[src/rtl/vec_accel_pkg.sv]
// rtl/vec_accel_pkg.sv - shared serializer state type and word/byte constants
package vec_accel_pkg;

    localparam int BYTES_PER_WORD = 4;
    localparam int BYTE_IDX_W     = $clog2(BYTES_PER_WORD);

    typedef enum logic [1:0] {
        IDLE = 2'd0,
        LOAD = 2'd1,
        SEND = 2'd2
    } out_ser_state_t;

endpackage

[src/rtl/sync_fifo.sv]
// rtl/sync_fifo.sv - single-clock word FIFO with registered count and flags
module sync_fifo #(
    parameter int DEPTH  = 16,
    parameter int WORD_W = 32
) (
    input  logic                     clk,
    input  logic                     rst,
    input  logic                     push_i,
    input  logic                     pop_i,
    input  logic [WORD_W-1:0]        wdata_i,
    output logic [WORD_W-1:0]        rdata_o,
    output logic                     full_o,
    output logic                     empty_o,
    output logic [$clog2(DEPTH):0]   count_o
);

    localparam int AW = $clog2(DEPTH);

    logic [WORD_W-1:0] mem_q [DEPTH];
    logic [AW-1:0]     wr_ptr_q;
    logic [AW-1:0]     rd_ptr_q;
    logic [AW:0]       count_q;
    logic              push_ok;
    logic              pop_ok;

    // A push while full is dropped outright, even if a pop frees a slot this cycle.
    assign push_ok = push_i && !full_o;
    assign pop_ok  = pop_i && !empty_o;

    assign full_o  = (count_q == (AW+1)'(DEPTH));
    assign empty_o = (count_q == '0);
    assign count_o = count_q;
    assign rdata_o = mem_q[rd_ptr_q];

    always_ff @(posedge clk) begin
        if (rst) begin
            wr_ptr_q <= '0;
            rd_ptr_q <= '0;
            count_q  <= '0;
        end else begin
            if (push_ok) begin
                wr_ptr_q <= wr_ptr_q + 1'b1;
            end
            if (pop_ok) begin
                rd_ptr_q <= rd_ptr_q + 1'b1;
            end
            case ({push_ok, pop_ok})
                2'b10:   count_q <= count_q + 1'b1;
                2'b01:   count_q <= count_q - 1'b1;
                default: count_q <= count_q;
            endcase
        end
    end

    always_ff @(posedge clk) begin
        if (push_ok) begin
            mem_q[wr_ptr_q] <= wdata_i;
        end
    end

endmodule

[src/rtl/output_blk.sv]
// rtl/output_blk.sv - word FIFO plus little-endian byte serializer; OUTPUT_BLK_DROP_CNT_EN adds drop_count
module output_blk
    import vec_accel_pkg::*;
#(
    parameter int DEPTH  = 16,
    parameter int WORD_W = 32
) (
    input  logic              clk,
    input  logic              rst,
    input  logic              set_output_blk,
    input  logic [WORD_W-1:0] data_in,
    output logic              output_blk_full,
    output logic              output_blk_empty,
    output logic [7:0]        tx_data,
    output logic              tx_valid,
    input  logic              tx_ready
`ifdef OUTPUT_BLK_DROP_CNT_EN
    ,
    output logic [15:0]       drop_count
`endif
);

    localparam logic [BYTE_IDX_W-1:0] LAST_IDX = BYTE_IDX_W'(BYTES_PER_WORD - 1);

    out_ser_state_t        state_q, state_d;
    logic [WORD_W-1:0]     shift_q, shift_d;
    logic [BYTE_IDX_W-1:0] idx_q, idx_d;

    logic                  fifo_pop;
    logic [WORD_W-1:0]     fifo_rdata;
    logic                  fifo_full;
    logic                  fifo_empty;
    logic [$clog2(DEPTH):0] fifo_count;

    sync_fifo #(
        .DEPTH  (DEPTH),
        .WORD_W (WORD_W)
    ) u_fifo (
        .clk     (clk),
        .rst     (rst),
        .push_i  (set_output_blk),
        .pop_i   (fifo_pop),
        .wdata_i (data_in),
        .rdata_o (fifo_rdata),
        .full_o  (fifo_full),
        .empty_o (fifo_empty),
        .count_o (fifo_count)
    );

    assign output_blk_full  = fifo_full;
    assign output_blk_empty = (fifo_count == '0) && (state_q == IDLE);
    assign tx_valid         = (state_q == SEND);
    assign tx_data          = tx_valid ? shift_q[7:0] : 8'h00;

    always_comb begin
        state_d  = state_q;
        shift_d  = shift_q;
        idx_d    = idx_q;
        fifo_pop = 1'b0;
        case (state_q)
            IDLE: begin
                if (!fifo_empty) begin
                    fifo_pop = 1'b1;
                    shift_d  = fifo_rdata;
                    idx_d    = '0;
                    state_d  = LOAD;
                end
            end
            LOAD: begin
                idx_d   = '0;
                state_d = SEND;
            end
            SEND: begin
                if (tx_ready) begin
                    if (idx_q == LAST_IDX) begin
                        idx_d = '0;
                        // Chain straight into the next word so only the LOAD cycle separates words.
                        if (!fifo_empty) begin
                            fifo_pop = 1'b1;
                            shift_d  = fifo_rdata;
                            state_d  = LOAD;
                        end else begin
                            shift_d  = '0;
                            state_d  = IDLE;
                        end
                    end else begin
                        shift_d = shift_q >> 8;
                        idx_d   = idx_q + 1'b1;
                    end
                end
            end
            default: begin
                state_d = IDLE;
            end
        endcase
    end

    always_ff @(posedge clk) begin
        if (rst) begin
            state_q <= IDLE;
            shift_q <= '0;
            idx_q   <= '0;
        end else begin
            state_q <= state_d;
            shift_q <= shift_d;
            idx_q   <= idx_d;
        end
    end

`ifdef OUTPUT_BLK_DROP_CNT_EN
    logic [15:0] drop_q;

    always_ff @(posedge clk) begin
        if (rst) begin
            drop_q <= '0;
        end else if (set_output_blk && fifo_full && (drop_q != 16'hFFFF)) begin
            drop_q <= drop_q + 16'd1;
        end
    end

    assign drop_count = drop_q;
`endif

endmodule

[config.mk]
export PLATFORM = sky130hd
export DESIGN_NAME = output_blk
export DESIGN_NICKNAME = d
export VERILOG_FILES = /design/src/rtl/vec_accel_pkg.sv /design/src/rtl/sync_fifo.sv /design/src/rtl/output_blk.sv
export SDC_FILE = /design/constraint.sdc
export NUM_CORES = 1
export LEC_CHECK = 0
export BUFFER_PORTS_ARGS = -buffer_cell sky130_fd_sc_hd__buf_2
export CAP_MARGIN = 10
export CORE_MARGIN = 4
export CORE_UTILIZATION = 30
export DETAILED_ROUTE_END_ITERATION = 8
export GPL_TIMING_DRIVEN = 0
export SYNTH_ARGS = -nofsm -noshare
export SYNTH_HDL_FRONTEND = slang
export SYNTH_SLANG_ARGS = --single-unit
[constraint.sdc]
create_clock -name clk -period 3.3 [get_ports clk]
set_input_delay 0.33 -clock clk [delete_from_list [all_inputs] [get_ports clk]]
set_output_delay 0.33 -clock clk [all_outputs]
set_load 0.05 [all_outputs]
==> results.toml, run 1 <==
[cts]
cts-root-buf = "clkbuf_16"
hold_buffers = 0
post_cts_buffers = 0
cts.sinks = 565
cts_tree = "built"
cts_buffers = 58
clk_latency_ps = 610
clockBufferDepth = 3
path_clk_slew_ps = 60
htreeDepth = 2

[route]
vias = 11044
routed_wl_um = 50800
drtIter0Drc = 1096
dr_wl_met3_um = 3630
wl_met2_um = 24300
antenna_left = 0
drt_first_pass_iters = 5
dr.max_layer_used = "met5"
wl_met1_um = 21800
routedWlPerCell_um = 23.0
routed_via_density = 5.00
drc = 0

[synth]
muxShareOfSynthArea = 0.134
ys.flop_type = "edfxtp_1"
ys_ff_latch = 565
async_flop_share = 0
synth_top_family_by_area = "multiplexers"
yosysSeqAreaShare = 0.758
synth.avg_cell_area_um2 = 20.0
ys_types = 52
synth_compound_area_frac = 0.0549
synth_simple_gate_area_frac = 0.0283
synth_fa_ha_area_frac = 0.00519
synthCells = 1082
synth_xor_area_frac = 0.00444
yosysWarningCount = 0
synth_nets = 1127
synth-edff-count = 512
synth_area_um2 = 21700

[floorplanning]
core_area_um2 = 71600
die_w_um = 277
core.rowCount = 98
boundaryPins = 47
initial_core_util = 0.303
die_area_um2 = 76700
fp.dieH_um = 277

[power_and_ir_drop]
vdd_drop_max_v = 0.000404
pwr-share-seq = 0.450
p_per_area_nw_per_um2 = 737
swShare = 0.283
p_leak_uw = 0.00800
clockPowerShare = 0.325
comb_power_share = 0.224
p_switching_uw = 5310
internal_power_uw = 13400

[setup_path]
r2r_start = "u_fifo.count_o[2]"
path_class = "flip-flop to flip-flop"
crit_arrival_ps = 3650
worstSetupPathDepth = 13
cp-end-kind = "flip-flop"
critPathMaxStageDelay_ps = 460
required_ps = 3820
cp_cell_sequence = "buf_2 -> nor3_2 -> nand2_1 -> nand2_1 -> inv_2 -> ha_1 -> buf_2 -> xor2_1 -> ha_1 -> a31o_1 -> or4_1 -> mux2_4 -> o2111ai_1"
start_kind = "flip-flop"
timing.rr.end = "u_fifo.count_o[4]"
r2r_cells = 13
r2r_setup_slack_ps = 170
crit_path_max_fanout = 10
cp_num_buf_inv = 3
path_delay_family = "simple AND/OR/NAND/NOR gates"
cp_slowest_cell = "or4_1"

[layout]
seqCellArea_um2 = 16400
fin_area_um2 = 25400
fillers = 6668
multiInputGateArea_um2 = 5060
nets = 1253
area_growth_pct = 17.3
final_util = 0.355
drive_above_1_share = 0.253

[global_route]
grt_antenna_before_repair = 4
grt_pass1_wl_um = 75100
track_usage = 0.130
grt-ovfl-total = 0
grt_pass1_vias = 11237
grt_max_degree = 23

[timing]
tns_ps = 0
max_freq_ghz = 0.320
hold_viol_final = 0
slew_viol_final = 0
fin_crit_ps = 3130
finalCritPeriodShare = 0.948
tightestPinTransition_ps = 983
skew_ps = 26.4
rsz0062_at_grt = "false"
setup_violations = 0
relSlewSlack = 0.345

[job]
drv_cap = 0

[min_path]
hold_path_class = "primary input to flip-flop"
hold_path.startpoint = "data_in[13]"
hold_end = "u_fifo.mem_q[9][13]"
whs_path_depth = 1

[status]
status = "complete, no violations"

[placement]
dpl.hpwl_um = 33200
gp_congestion = 0.773
io_buffers = 46
place_area_um2 = 23700
-- power by group through the flow --
| stage | sequential (uW) | combinational (uW) | clock, uW |
|---|---|---|---|
| floorplan | 8490 | 2940 | 0 |
| global placement | 8580 | 4070 | 0 |
| finish | 8440 | 4210 | 6100 |
| detailed placement | 8580 | 4240 | 0 |
| CTS | 8430 | 4250 | 6230 |
| global route | 8470 | 4550 | 6540 |
-- metal layers --
metal | vias up | GRT usage
met2 | 386 | 0.210
met4 | 4 | 0.0340
li1 | 4738 | -
met1 | 5845 | 0.180
met3 | 71 | 0.0298
met5 | - | 0
-- synthesized netlist by cell type, drive strengths merged (4+ instances only) --
library cell | number | area share
a22oi | 64 | 0.022
and2 | 9 | 0.0026
ha | 9 | 0.0052
buf | 33 | 0.0077
clkbuf | 33 | 0.0057
inv | 8 | 0.0014
mux4 | 128 | 0.13
o21bai | 22 | 0.0076
nor3 | 7 | 0.0018
and3 | 22 | 0.0063
a21oi | 66 | 0.015
xor2 | 8 | 0.0032
a21o | 10 | 0.0035
nor2 | 34 | 0.0059
nand3b | 4 | 0.0014
edfxtp | 512 | 0.71
dfxtp | 53 | 0.049
nand2b | 9 | 0.0026
nand2 | 12 | 0.0021
-- state kept, by name, summed over array words and instances (netlist names), named ones only --
name / count
u_fifo.wr_ptr_q: 4
u_fifo.count_o: 5
u_fifo.mem_q: 512
shift_q: 32
u_fifo.rd_ptr_q: 4
state_q: 2
idx_q: 2
-- worst max path at each step --
stage / end / startpoint
after floorplan: u_fifo.count_o[4] / u_fifo.count_o[1]
after global placement: u_fifo.mem_q[11][22] / u_fifo.count_o[0]
after detailed placement: u_fifo.count_o[4] / idx_q[0]
after CTS: u_fifo.count_o[4] / idx_q[0]
after global routing: u_fifo.count_o[4] / idx_q[0]
final: u_fifo.count_o[4] / u_fifo.count_o[2]
-- layout make-up --
cell class                      count  area share
Sequential cell                   565       0.646
Multi-Input combinational cell    442       0.199
Clock buffer                       85      0.0639
Tap cell                          950      0.0467
Timing Repair Buffer               66      0.0252
Buffer                             66      0.0115
Clock inverter                     22     0.00580
Inverter                            9     0.00152
Antenna cell                        3    0.000295
-- cells in the final DEF, fill, tap and decap left out, types with 3 or more instances in the layout --
cell       instances
xnor2_1            3
clkbuf_8           5
a21o_1            10
buf_12            12
nand3_1            3
clkinv_2           6
nand2_1           12
and3_1            22
mux4_2           128
inv_1              7
nor3_4             4
nand2b_1           9
clkinv_1          11
o21bai_1          22
clkbuf_1          54
ha_1               8
nor2_4            12
xor2_1             8
nor2_1            21
edfxtp_1         512
a22oi_1           64
buf_2             66
buf_1             10
nand3b_1           4
clkbuf_16         59
diode_2            3
a21oi_1           66
dfxtp_1           53
and2_1             9
buf_16             4
buf_8              4
-- what timing repair did --
action | CTS | global route
resized for setup | 0 | 2
endpoints found under the setup margin | 0 | 1
endpoints found under the hold margin | 0 | 0
-- metrics by stage --
step	setup slack (ps)	instances	power (uW)	hold slack, ps
floorplan	462	1082	11400	418
global placement	-1360	2078	12600	438
detailed placement	72.1	2098	12800	442
CTS	56.1	2205	18900	55.3
global route	23.2	2205	19600	74.4
finish	172	2208	18700	96.5
-- cell families (layout without fill, tap and decap cells) --
group / after synthesis / count (layout)
fa+ha+maj: 9 / 9
buf+inv: 75 / 248
xor+xnor: 11 / 11
mux: 130 / 130
other cells: 0 / 3
compound gates: 180 / 180
flops: 565 / 565
simple gates: 112 / 112
No activity file was read; power rests on OpenSTA's default activity.
==> run 2, diff against run 1 <==
--- a/config.mk
+++ b/config.mk
@@ -13,4 +13,5 @@
 export GPL_TIMING_DRIVEN = 0
 export SYNTH_ARGS = -nofsm -noshare
 export SYNTH_HDL_FRONTEND = slang
+export SYNTH_HIERARCHICAL = 1
 export SYNTH_SLANG_ARGS = --single-unit
==> run 2 against run 1 <==
Flip-flop and latch count unchanged; global-route usage about the same; first-iteration DRC count decreased by 7.1%; critical path depth decreased by 6; setup slack got worse by 1.5 ps; combinational power decreased by 12%; sequential share of layout area decreased by 1.4 points; synthesized cell count increased by 1.0%; fmax about the same; register-to-register slack about the same; die area increased by 0.89%; highest routed layer is now met4.
==> results.toml, run 2 <==
[synth]
synth_area_um2 = 21900
synth.area.top_cells = "edfxtp_1, mux4_2, dfxtp_1"
yosysWarningCount = 6
ys.flop_type = "edfxtp_1"
yosysSeqAreaShare = 0.751
synth_top_area_frac = 0.703
synth-edff-count = 512
yosysTopAreaCell = "edfxtp_1"
ys_types = 55
synth_commonest_cells = "edfxtp_1, mux4_2, a22oi_1"
ys_ff_latch = 565
yosysMostFrequentCell = "edfxtp_1"
async_flop_share = 0
synth.avg_cell_area_um2 = 20.0
synth_nets = 1138
synthCells = 1093

[layout]
drive_above_1_share = 0.300
largest_register = "u_fifo/mem_q"
largest_register_ffs = 512
fillers = 6616
layout_common_cells = "edfxtp_1, mux4_2, buf_2, a22oi_1, clkbuf_16"
final_common_cell = "edfxtp_1"
nets = 1270
final_util = 0.362
area_growth_pct = 18.8

[timing]
slew_viol_final = 0
tns_ps = 0
max_freq_ghz = 0.320
tightestPinTransition_ps = 1050
setup_violations = 0
fin_crit_ps = 3130
finalCritPeriodShare = 0.948
hold_viol_final = 0
skew_ps = 12.8
relSlewSlack = 0.300
rsz0062_at_grt = "false"

[floorplanning]
core.rowCount = 98
initial_core_util = 0.305
fp.dieH_um = 278
boundaryPins = 47
core_area_um2 = 71900
die_w_um = 278
die_area_um2 = 77300

[route]
routed_via_density = 4.97
routedWlPerCell_um = 22.9
routed_wl_um = 51000
drtIter0Drc = 1018
antenna_left = 0
drc = 0
vias = 11064
drt_first_pass_iters = 5

[status]
status = "complete, no violations"

[global_route]
grt_pass1_vias = 11388
grt-ovfl-total = 0
grtUsageMet3 = 0.0222
track_usage = 0.130
grt_pass1_wl_um = 75600
grt_max_degree = 22
busiest_layer = "met2"
met2_usage = 0.224
met1_usage = 0.170
grt_antenna_before_repair = 3

[cts]
clockBufferDepth = 3
path_clk_slew_ps = 60
cts-root-buf = "clkbuf_16"
cts.sinks = 565
cts_buffers = 58
htreeDepth = 2
cts_tree = "built"
clk_latency_ps = 600
hold_buffers = 0

[power_and_ir_drop]
p_leak_uw = 0.00820
clockPowerShare = 0.358
comb_power_share = 0.198
p_switching_uw = 4980
p_per_area_nw_per_um2 = 722
vdd_drop_max_v = 0.000372
swShare = 0.265
pwr-share-seq = 0.444
internal_power_uw = 13800

[setup_path]
r2r_setup_slack_ps = 170
path_class = "flip-flop to flip-flop"
crit_path_max_fanout = 10
start_kind = "flip-flop"
cp-end-kind = "flip-flop"
crit_arrival_ps = 3580
required_ps = 3750

[placement]
gp_congestion = 0.751
io_buffers = 46
dpl.hpwl_um = 33100

[min_path]
hold_path_class = "primary input to flip-flop"

[job]
drv_cap = 0
run 2: changes by cell type in the layout (fill, tap and decap cells not counted), moves of 9 or more:
cell | previous run | this run
a221oi_2 | 1 | 23
nand2_1 | 12 | 49
clkinv_2 | 6 | 16
o21bai_1 | 22 | 0
clkbuf_1 | 54 | 40
and3_1 | 22 | 2
nor2_1 | 21 | 48
a21o_1 | 10 | 1
a21oi_1 | 66 | 12
nor3_1 | 2 | 26
run 2: power groups by stage:
stage	Combinational, uW	Sequential, uW	Clock, uW
3_5_place_dp	3580	8490	0
5_1_grt	4040	8370	7170
4_1_cts	3650	8340	6860
2_1_floorplan	2600	8430	0
6_report	3710	8350	6730
3_3_place_gp	3410	8490	0
run 2: worst paths after layout:
check / startpoint / to / cells after the start
min reg2reg: shift_q[27] / shift_q[27] / 2
max: flip-flop / shift_q[1] / 7
max reg2reg: flip-flop / shift_q[1] / 7
min: tx_ready / idx_q[1] / 3
run 2: per-layer routing:
| metal | routed length, um | share of wire |
|---|---|---|
| met1 | 21300 | 0.42 |
| met2 | 25800 | 0.51 |
| met3 | 2660 | 0.052 |
| met4 | 1330 | 0.026 |
| met5 | 0 | 0 |
run 2: layout make-up:
type                            instances  area [um2]  share of cell area
Antenna cell                            1        2.50           0.0000962
Sequential cell                       565       16400               0.632
Timing Repair Buffer                   73         781              0.0300
Inverter                                8        30.0             0.00115
Clock buffer                           72        1610              0.0618
Multi-Input combinational cell        450        5230               0.201
Tap cell                              950        1190              0.0457
Buffer                                 69         349              0.0134
Clock inverter                         38         389              0.0150
run 2: cells by family after synthesis:
| family | synth area share |
|---|---|
| AO/OA/AOI/OAI | 0.0499 |
| XOR/XNOR | 0.00320 |
| adder cells (fa/ha/maj) | 0.00515 |
| buffers and inverters | 0.0177 |
| flip-flops | 0.751 |
| multiplexers | 0.134 |
| AND/OR/NAND/NOR | 0.0390 |
run 2: what timing repair did:
| action | in CTS | in global routing |
|---|---|---|
| endpoints found under the setup margin | 2 | 1 |
| buffers inserted | 1 | 4 |
| pin swaps | 1 | 4 |
| gates resized for setup | 3 | 7 |
run 2: per-stage QoR:
| stage | hold WS [ps] | area (um2) | instances | worst slack [ps] | power (uW) |
|---|---|---|---|---|---|
| finish | 59.3 | 26000 | 2226 | 170 | 18800 |
| global route | 35.6 | 26000 | 2225 | 37.5 | 19600 |
| CTS | 20.9 | 26000 | 2222 | 19.7 | 18900 |
| detailed placement | 460 | 23900 | 2111 | -306 | 12100 |
| global placement | 458 | 23300 | 2089 | -1420 | 11900 |
| floorplan | 429 | 21900 | 1093 | 74.3 | 11000 |
run 2: critical path, cell delays in order, from the launching register on:
cell and delay (ps):
dfxtp_1 330, clkbuf_1 560, clkbuf_1 850, mux4_2 420, a22oi_1 220, nand2_1 140
a221oi_1 340, nor3_1 120
